## src/rtl/bist_controller_pkg.sv

```systemverilog
// Shared types and sizing helpers for the BIST sequencing controller.
// Optional start edge detection is selected by the BIST_START_EDGE_EN macro (see bist_controller).
package bist_controller_pkg;

    typedef enum logic [2:0] {
        IDLE,
        INIT,
        RUN,
        FINISH,
        DONE
    } state_e;

    localparam int unsigned NCLOCK_DEF  = 650;
    localparam int unsigned NTOGGLE_DEF = 10;

    // Width never drops to zero, so a degenerate NCLOCK of 1 still elaborates.
    function automatic int unsigned cnt_width(input int unsigned n);
        return (n > 1) ? $clog2(n) : 1;
    endfunction

    function automatic int unsigned seg_len(input int unsigned nclock, input int unsigned ntoggle);
        return nclock / ntoggle;
    endfunction

    localparam int unsigned SEG   = seg_len(NCLOCK_DEF, NTOGGLE_DEF);
    localparam int unsigned CNT_W = cnt_width(NCLOCK_DEF);

endpackage

```

## src/rtl/bist_cycle_counter.sv

```systemverilog
// Run-cycle counter and segment counter for the BIST controller.
// Both counters hold at zero outside a run and raise last_cycle / seg_end strobes.
module bist_cycle_counter
    import bist_controller_pkg::*;
#(
    parameter int unsigned NCLOCK  = NCLOCK_DEF,
    parameter int unsigned NTOGGLE = NTOGGLE_DEF
) (
    input  logic clk,
    input  logic rst_n,
    input  logic run_en,
    output logic last_cycle,
    output logic seg_end
);

    localparam int unsigned SEG_LEN = seg_len(NCLOCK, NTOGGLE);
    localparam int unsigned CW      = cnt_width(NCLOCK);
    localparam int unsigned SW      = cnt_width(SEG_LEN);

    localparam logic [CW-1:0] CNT_LAST = CW'(NCLOCK - 1);
    localparam logic [SW-1:0] SEG_LAST = SW'(SEG_LEN - 1);

    logic [CW-1:0] cnt_q, cnt_d;
    logic [SW-1:0] seg_q, seg_d;

    always_ff @(posedge clk or negedge rst_n) begin
        if (!rst_n) begin
            cnt_q <= '0;
            seg_q <= '0;
        end else begin
            cnt_q <= cnt_d;
            seg_q <= seg_d;
        end
    end

    always_comb begin
        last_cycle = run_en && (cnt_q == CNT_LAST);
        seg_end    = run_en && (seg_q == SEG_LAST);
    end

    // Return to zero on the final count so the next run starts cleanly without wrap.
    always_comb begin
        cnt_d = '0;
        seg_d = '0;
        if (run_en) begin
            if (!last_cycle) begin
                cnt_d = cnt_q + 1'b1;
            end
            if (!seg_end) begin
                seg_d = seg_q + 1'b1;
            end
        end
    end

endmodule

```

## src/rtl/bist_controller.sv

```systemverilog
// BIST run sequencer: init pulse, NCLOCK running cycles with periodic toggles, finish, sticky bist_end.
// Define BIST_START_EDGE_EN to launch runs only on a rising edge of start.
module bist_controller
    import bist_controller_pkg::*;
#(
    parameter int unsigned NCLOCK  = NCLOCK_DEF,
    parameter int unsigned NTOGGLE = NTOGGLE_DEF
) (
    input  logic clk,
    input  logic reset,
    input  logic start,
    output logic init,
    output logic running,
    output logic toggle,
    output logic finish,
    output logic bist_end
);

    state_e state_q, state_d;
    logic   start_fire;
    logic   last_cycle;
    logic   seg_end;

`ifdef BIST_START_EDGE_EN
    logic start_q, start_d;

    // Resets high so a start already asserted at reset release is not a launch.
    always_ff @(posedge clk or negedge reset) begin
        if (!reset) begin
            start_q <= 1'b1;
        end else begin
            start_q <= start_d;
        end
    end

    always_comb begin
        start_d    = start;
        start_fire = start && !start_q;
    end
`else
    always_comb begin
        start_fire = start;
    end
`endif

    bist_cycle_counter #(
        .NCLOCK  (NCLOCK),
        .NTOGGLE (NTOGGLE)
    ) u_cycle_counter (
        .clk        (clk),
        .rst_n      (reset),
        .run_en     (state_q == RUN),
        .last_cycle (last_cycle),
        .seg_end    (seg_end)
    );

    always_ff @(posedge clk or negedge reset) begin
        if (!reset) begin
            state_q <= IDLE;
        end else begin
            state_q <= state_d;
        end
    end

    always_comb begin
        state_d = state_q;
        unique case (state_q)
            IDLE:    if (start_fire) state_d = INIT;
            INIT:    state_d = RUN;
            RUN:     if (last_cycle) state_d = FINISH;
            FINISH:  state_d = DONE;
            DONE:    if (start_fire) state_d = INIT;
            default: state_d = IDLE;
        endcase
    end

    always_comb begin
        init     = (state_q == INIT);
        running  = (state_q == RUN);
        toggle   = (state_q == RUN) && seg_end;
        finish   = (state_q == FINISH);
        bist_end = (state_q == FINISH) || (state_q == DONE);
    end

endmodule

```

## config.mk

```make
export PLATFORM = sky130hd
export DESIGN_NAME = bist_controller
export DESIGN_NICKNAME = d
export VERILOG_FILES = /design/src/rtl/bist_controller_pkg.sv /design/src/rtl/bist_cycle_counter.sv /design/src/rtl/bist_controller.sv
export SDC_FILE = /design/constraint.sdc
export NUM_CORES = 1
export LEC_CHECK = 0
export CAP_MARGIN = 20
export CORE_UTILIZATION = 50
export DETAILED_ROUTE_END_ITERATION = 10
export HOLD_SLACK_MARGIN = 0.03
export PLACE_DENSITY = 0.7
export SLEW_MARGIN = 20
export SYNTH_ARGS = -nofsm -noshare
export SYNTH_HDL_FRONTEND = slang
export SYNTH_SLANG_ARGS = --single-unit
```

## constraint.sdc

```tcl
create_clock -name clk -period 2.2 [get_ports clk]
set_input_delay 0.33 -clock clk [delete_from_list [all_inputs] [get_ports clk]]
set_output_delay 0.33 -clock clk [all_outputs]
set_load 0.02 [all_outputs]
```

# ---- After elaboration in Yosys (flattened, before gate mapping)
# Cells that the tools add are included.
dict set report totals {
  regBits 20
  in_bits 3
  output_inout_bits 5
  word_cells 27
}
dict set report classes {
  add_sub_neg 2
  n_eq_ne 8
  muxes 7
  n_reduce_logical 7
}
# operator count
set op_table {}
lappend op_table {{$mux 10} 2}
lappend op_table {{$mux 7} 2}
lappend op_table {{$pmux 3 s4} 1}
lappend op_table {{$add 10x1->10 const B} 1}
lappend op_table {{$eq 10x10->1 const B} 1}
lappend op_table {{$add 7x1->7 const B} 1}
lappend op_table {{$eq 7x7->1 const B} 1}
lappend op_table {{$eq 3x2->1 const B} 2}
lappend op_table {{$mux 3} 2}
lappend op_table {{$eq 3x1->1 const B} 1}
lappend op_table {{$eq 3x3->1 const B} 1}
lappend op_table {{$logic_and 1x1->1} 3}
lappend op_table {{$logic_not 3->1} 1}
lappend op_table {{$ne 2x1->1 const B} 1}
lappend op_table {{$ne 2x2->1 const B} 1}
lappend op_table {{$reduce_and 2->1} 1}
lappend op_table {{$reduce_or 2->1} 1}
lappend op_table {{$logic_or 1x1->1} 1}

# ---- Logic depth before layout (Yosys ltp)
dict set report depth {
  ltp_word 4
  ltp_mapped 5
  ltp_nobuf 5
}

# ---- Cells and area by module
# A second synthesis with hierarchy kept.
dict set report unflattened {
  hier_cells 104
  hier_area_um2 1034.7
}
# mod n_inst cells_per_inst area_each_um2 seq_area_each_um2
set by_module_without_submodules {}
lappend by_module_without_submodules {bist_cycle_counter 1 88 874.6 425.4}
lappend by_module_without_submodules {bist_controller 1 16 160.2 75.1}

# ---- Least setup slack after synthesis
# OpenSTA, ideal clock, no wires.
dict set report synth_path {
  path_type {reg2out}
  from {register state_q[0]}
  to {output port toggle}
  arrival_ns 1.207
  required_time_ns 1.870
  path_slack_ns 0.663
  stages_incl_launch_ff 3
  path_cell_list {dfrtp_1 or3b_2 nor2_1}
}
dict set report synth_via {
  elab_chain_cells 3
}
# element line
set synth_lines {}
lappend synth_lines {{start: declaration} bist_controller.sv:19} ;# state_e state_q, state_d;
lappend synth_lines {{start signal: assignment} bist_controller.sv:61} ;# state_q <= state_d;
lappend synth_lines {{$eq 3x2->1 (*)} {bist_controller.sv:52, bist_controller.sv:80}}
lappend synth_lines {{$logic_and 1x1->1} bist_cycle_counter.sv:38} ;# seg_end = run_en && (seg_q == SEG_LAST);
lappend synth_lines {{$logic_and 1x1->1 (*)} bist_controller.sv:80} ;# toggle = (state_q == RUN) && seg_end;
lappend synth_lines {{end: declaration} bist_controller.sv:14} ;# output logic toggle,
# Every way passes the cells marked *; elsewhere a longest branch is shown, timed or not.

# ---- Final worst setup path
# Same ends and word-level chain as after synthesis.

==> summary.md <==
| Metric | Value |
|---|---|
| Slew Limit Fails | `0` |
| Worst-path fanout max | `6` |
| Tmin final | `between 2 and 2.5 ns` |
| GRT Total Usage | `a little under a fifth` |
| Tcrit/Tclk final | `a little over nine tenths` |
| Status | `finished clean` |
| Area growth syn-to-layout | `15.92%` |
| Fmax | `roughly 480 MHz` |
| Worst EP arrival | `between 1.5 and 2 ns` |
| Worst-path clk slew | `between 0.1 and 0.15 ns` |
| Sequential area share after synthesis | `roughly 50%` |
| Crit start category | `flop` |
| Critical path class | `reg -> out` |
| Syn Area/Cell | `slightly below 10 sq um` |
| 1st-iter DRT viols | `21` |
| Die W | `roughly 47 um` |
| Clock latency on the worst-skew pair | `0.30 ns` |
| Drc violations | `0` |
| CTS root buf | `clkbuf_4` |
| HPWL after detailed placement | `between 1000 and 1500 um` |
| Async SR Flop Fraction | `100.0%` |
| Slew Limit Headroom | `between 60% and 70%` |
| Maximum clock skew at final layout | `approximately 0.011 ns` |
| Peak supply drop | `between 500 and 600 uV` |
| CORE AREA | `1802 sq um` |
| Most frequent cell after synthesis | `dfrtp_1` |
| Total Routed Length | `~1700 um` |
| Slew @ Worst Pin | `~0.47 ns` |
| CTS sink cnt | `20` |
| Vias/cell | `approximately 5.6` |
| First-pass GRT wire length | `approximately 2700 um` |
| Die Area | `around 2200 sq um` |
| Share of post-route cells with drive strength above 1 | `under 10%` |
| H-tree levels | `1` |
| Die Ht | `roughly 47 um` |
| Port Buffers | `7` |
| Clock buffer depth | `2` |
| Row cnt | `15` |
| Worst path required time | `1.87 ns` |
| CTS tree | `yes` |
| Most common library cells after synthesis | `dfrtp_1, nor2_1, a21oi_1, inv_1` |
| Power density cells | `approximately 940 nW/um^2` |
| Slowest cell on crit path | `or3b_2` |
| Ys flop type | `dfrtp_1` |
| Setup_tns | `0 ns` |
| Vias in the first global route | `between 600 and 700` |
| Hold Violations, Final | `0` |
| Yosys reg bits | `20` |
| EDFF count, synth | `0` |
| Top Ports | `8` |
| Max-cap violations | `0` |
| Fin nets | `about 120` |
| HP Class | `in -> async` |
| Pin count of the biggest net entering global routing | `21` |
| Post-Synthesis Cells | `~100` |
| Synth cell types | `25` |
| Via Count | `roughly 800` |
| Worst path cell trace | `or3b_2 > nor2_1 > dlygate4sd2_1` |
| Placed cell area | `approximately 1100 sq um` |
| RSZ-0062 raised after global routing | `no` |
| WL/cell | `around 13 um` |
| Dominant cells by area after synthesis | `dfrtp_1, nor2_1, ha_1` |
| Initial DRT Pass Iterations | `4` |
| Largest stage delay, worst path | `between 0.5 and 0.6 ns` |
| Final instance area | `between 1000 and 1500 sq um` |
| Diodes inserted | `0` |
| Cell taking the most area after synthesis | `dfrtp_1` |
| Worst setup EP type | `output port` |
| Mapped cell area | `roughly 1000 sq um` |
| Starting Density | `a little under three fifths` |
| Yosys top cell area share | `roughly 50%` |
| Endpoints failing setup | `0` |
| Leak Pwr | `about 0.5 nW` |
| GP Congestion | `between 0.7 and 0.8` |
| CTS Buf Count | `3` |
| GRT overflow | `0` |
| Initial antenna violation count | `0` |
| Overall Power | `1.099 mW` |
| Syn nets | `roughly 110` |
| Final ANT Viol Nets | `0` |
| Synth warnings | `0` |
per-layer routing:
layer,part of all wire (%),track usage [%],up-vias
met3,2.9,2.308,4
met4,2.1,12.00,0
met1,47,22.06,376
met2,48,29.72,17
met5,0,0,-
li1,-,-,385
per-stage QoR:
step,util [%],setup slack [ns],hold slack (ns),cells
final,64.72,0.1329,0.3534,139
after CTS,64.72,0.1162,0.3542,139
after global routing,64.72,0.07421,0.3664,139
after floorplan,-,0.6632,0.03441,102
after global placement,61.88,0.2300,0.4739,135
after detailed placement,61.88,0.1813,0.4872,135
cell usage in the layout, fill, tap and decap left out:
master and instances:
nand2b_1 1, o31ai_1 2, or3_1 5, a21oi_1 7, dfrtp_2 1, clkbuf_4 3
nor4_1 1, nand3b_1 2, bufinv_16 1, or4_1 2, nand2_1 6, o21ba_2 1
nand3_1 6, clkdlybuf4s50_1 5, nor2b_1 1, or3b_2 1, ha_1 4, xor2_1 4
dlygate4sd2_1 2, dfrtp_1 19, o31ai_4 1, a41o_1 1, o21ai_0 6, xnor2_1 3
nand4_1 3, buf_4 1, nor2_1 15, or4b_4 1, nor3b_1 1, inv_1 7
or2b_2 1
power breakdown:
group          total (mW)  leakage (nW)  internal, mW  switching, mW
clock               0.295        0.0279         0.184          0.111
combinational       0.325         0.186         0.139          0.187
sequential          0.479         0.273         0.418         0.0607
total                1.10         0.487         0.741          0.358
registers in the layout, summed over array words and instances, names as in the netlist:
register	flops
state_q	3
u_cycle_counter.seg_q	7
u_cycle_counter.cnt_q	10
kinds of logic after synthesis:
family                     Yosys count  synth area share (%)
adders and majority gates            4                 4.975
buffers and inverters                7                 2.612
xor gates and xnor gates             7                 6.095
AOI/OAI and AO/OA                   18                 12.06
and+or+nand+nor                     46                 24.50
DFF                                 20                 49.75
layout make-up:
cell class / count / area, sq um
Inverter: 7 / 26.28
Timing Repair Buffer: 8 / 75.07
Sequential cell: 20 / 501.7
Tap cell: 25 / 31.28
Clock buffer: 3 / 22.52
Multi-Input combinational cell: 75 / 479.2
Fill cell: 155 / 635.6
Clock inverter: 1 / 30.03
timing repair:
| action | in CTS | in global routing |
|---|---|---|
| buffers inserted | 0 | 0 |
| hold buffers | 0 | 0 |
| gates resized for setup | 3 | 0 |
| setup endpoints to repair | 2 | 0 |
| hold endpoints to repair | 0 | 0 |
path summary, 6_finish.rpt:
| kind | to | cells after the start | start | slack (ns) |
|---|---|---|---|---|
| max reg2reg | u_cycle_counter.cnt_q[2] | 3 | u_cycle_counter.cnt_q[4] | 0.48 |
| min in group clk | u_cycle_counter.seg_q[0] | 1 | u_cycle_counter.seg_q[0] | 0.50 |
| min | u_cycle_counter.seg_q[5] | 2 | reset | 0.35 |
| min reg2reg | u_cycle_counter.seg_q[0] | 1 | u_cycle_counter.seg_q[0] | 0.50 |
| max | toggle | 3 | state_q[0] | 0.13 |
| max in group asynchronous | state_q[1] | 2 | reset | 1.61 |
critical path, delay by kind of cell (launching register included):
family,cells,cell delay (ns)
DFF,1,0.45
and+or+nand+nor,2,0.66
buffers and inverters,1,0.34
(Power assumes the default switching activity.)
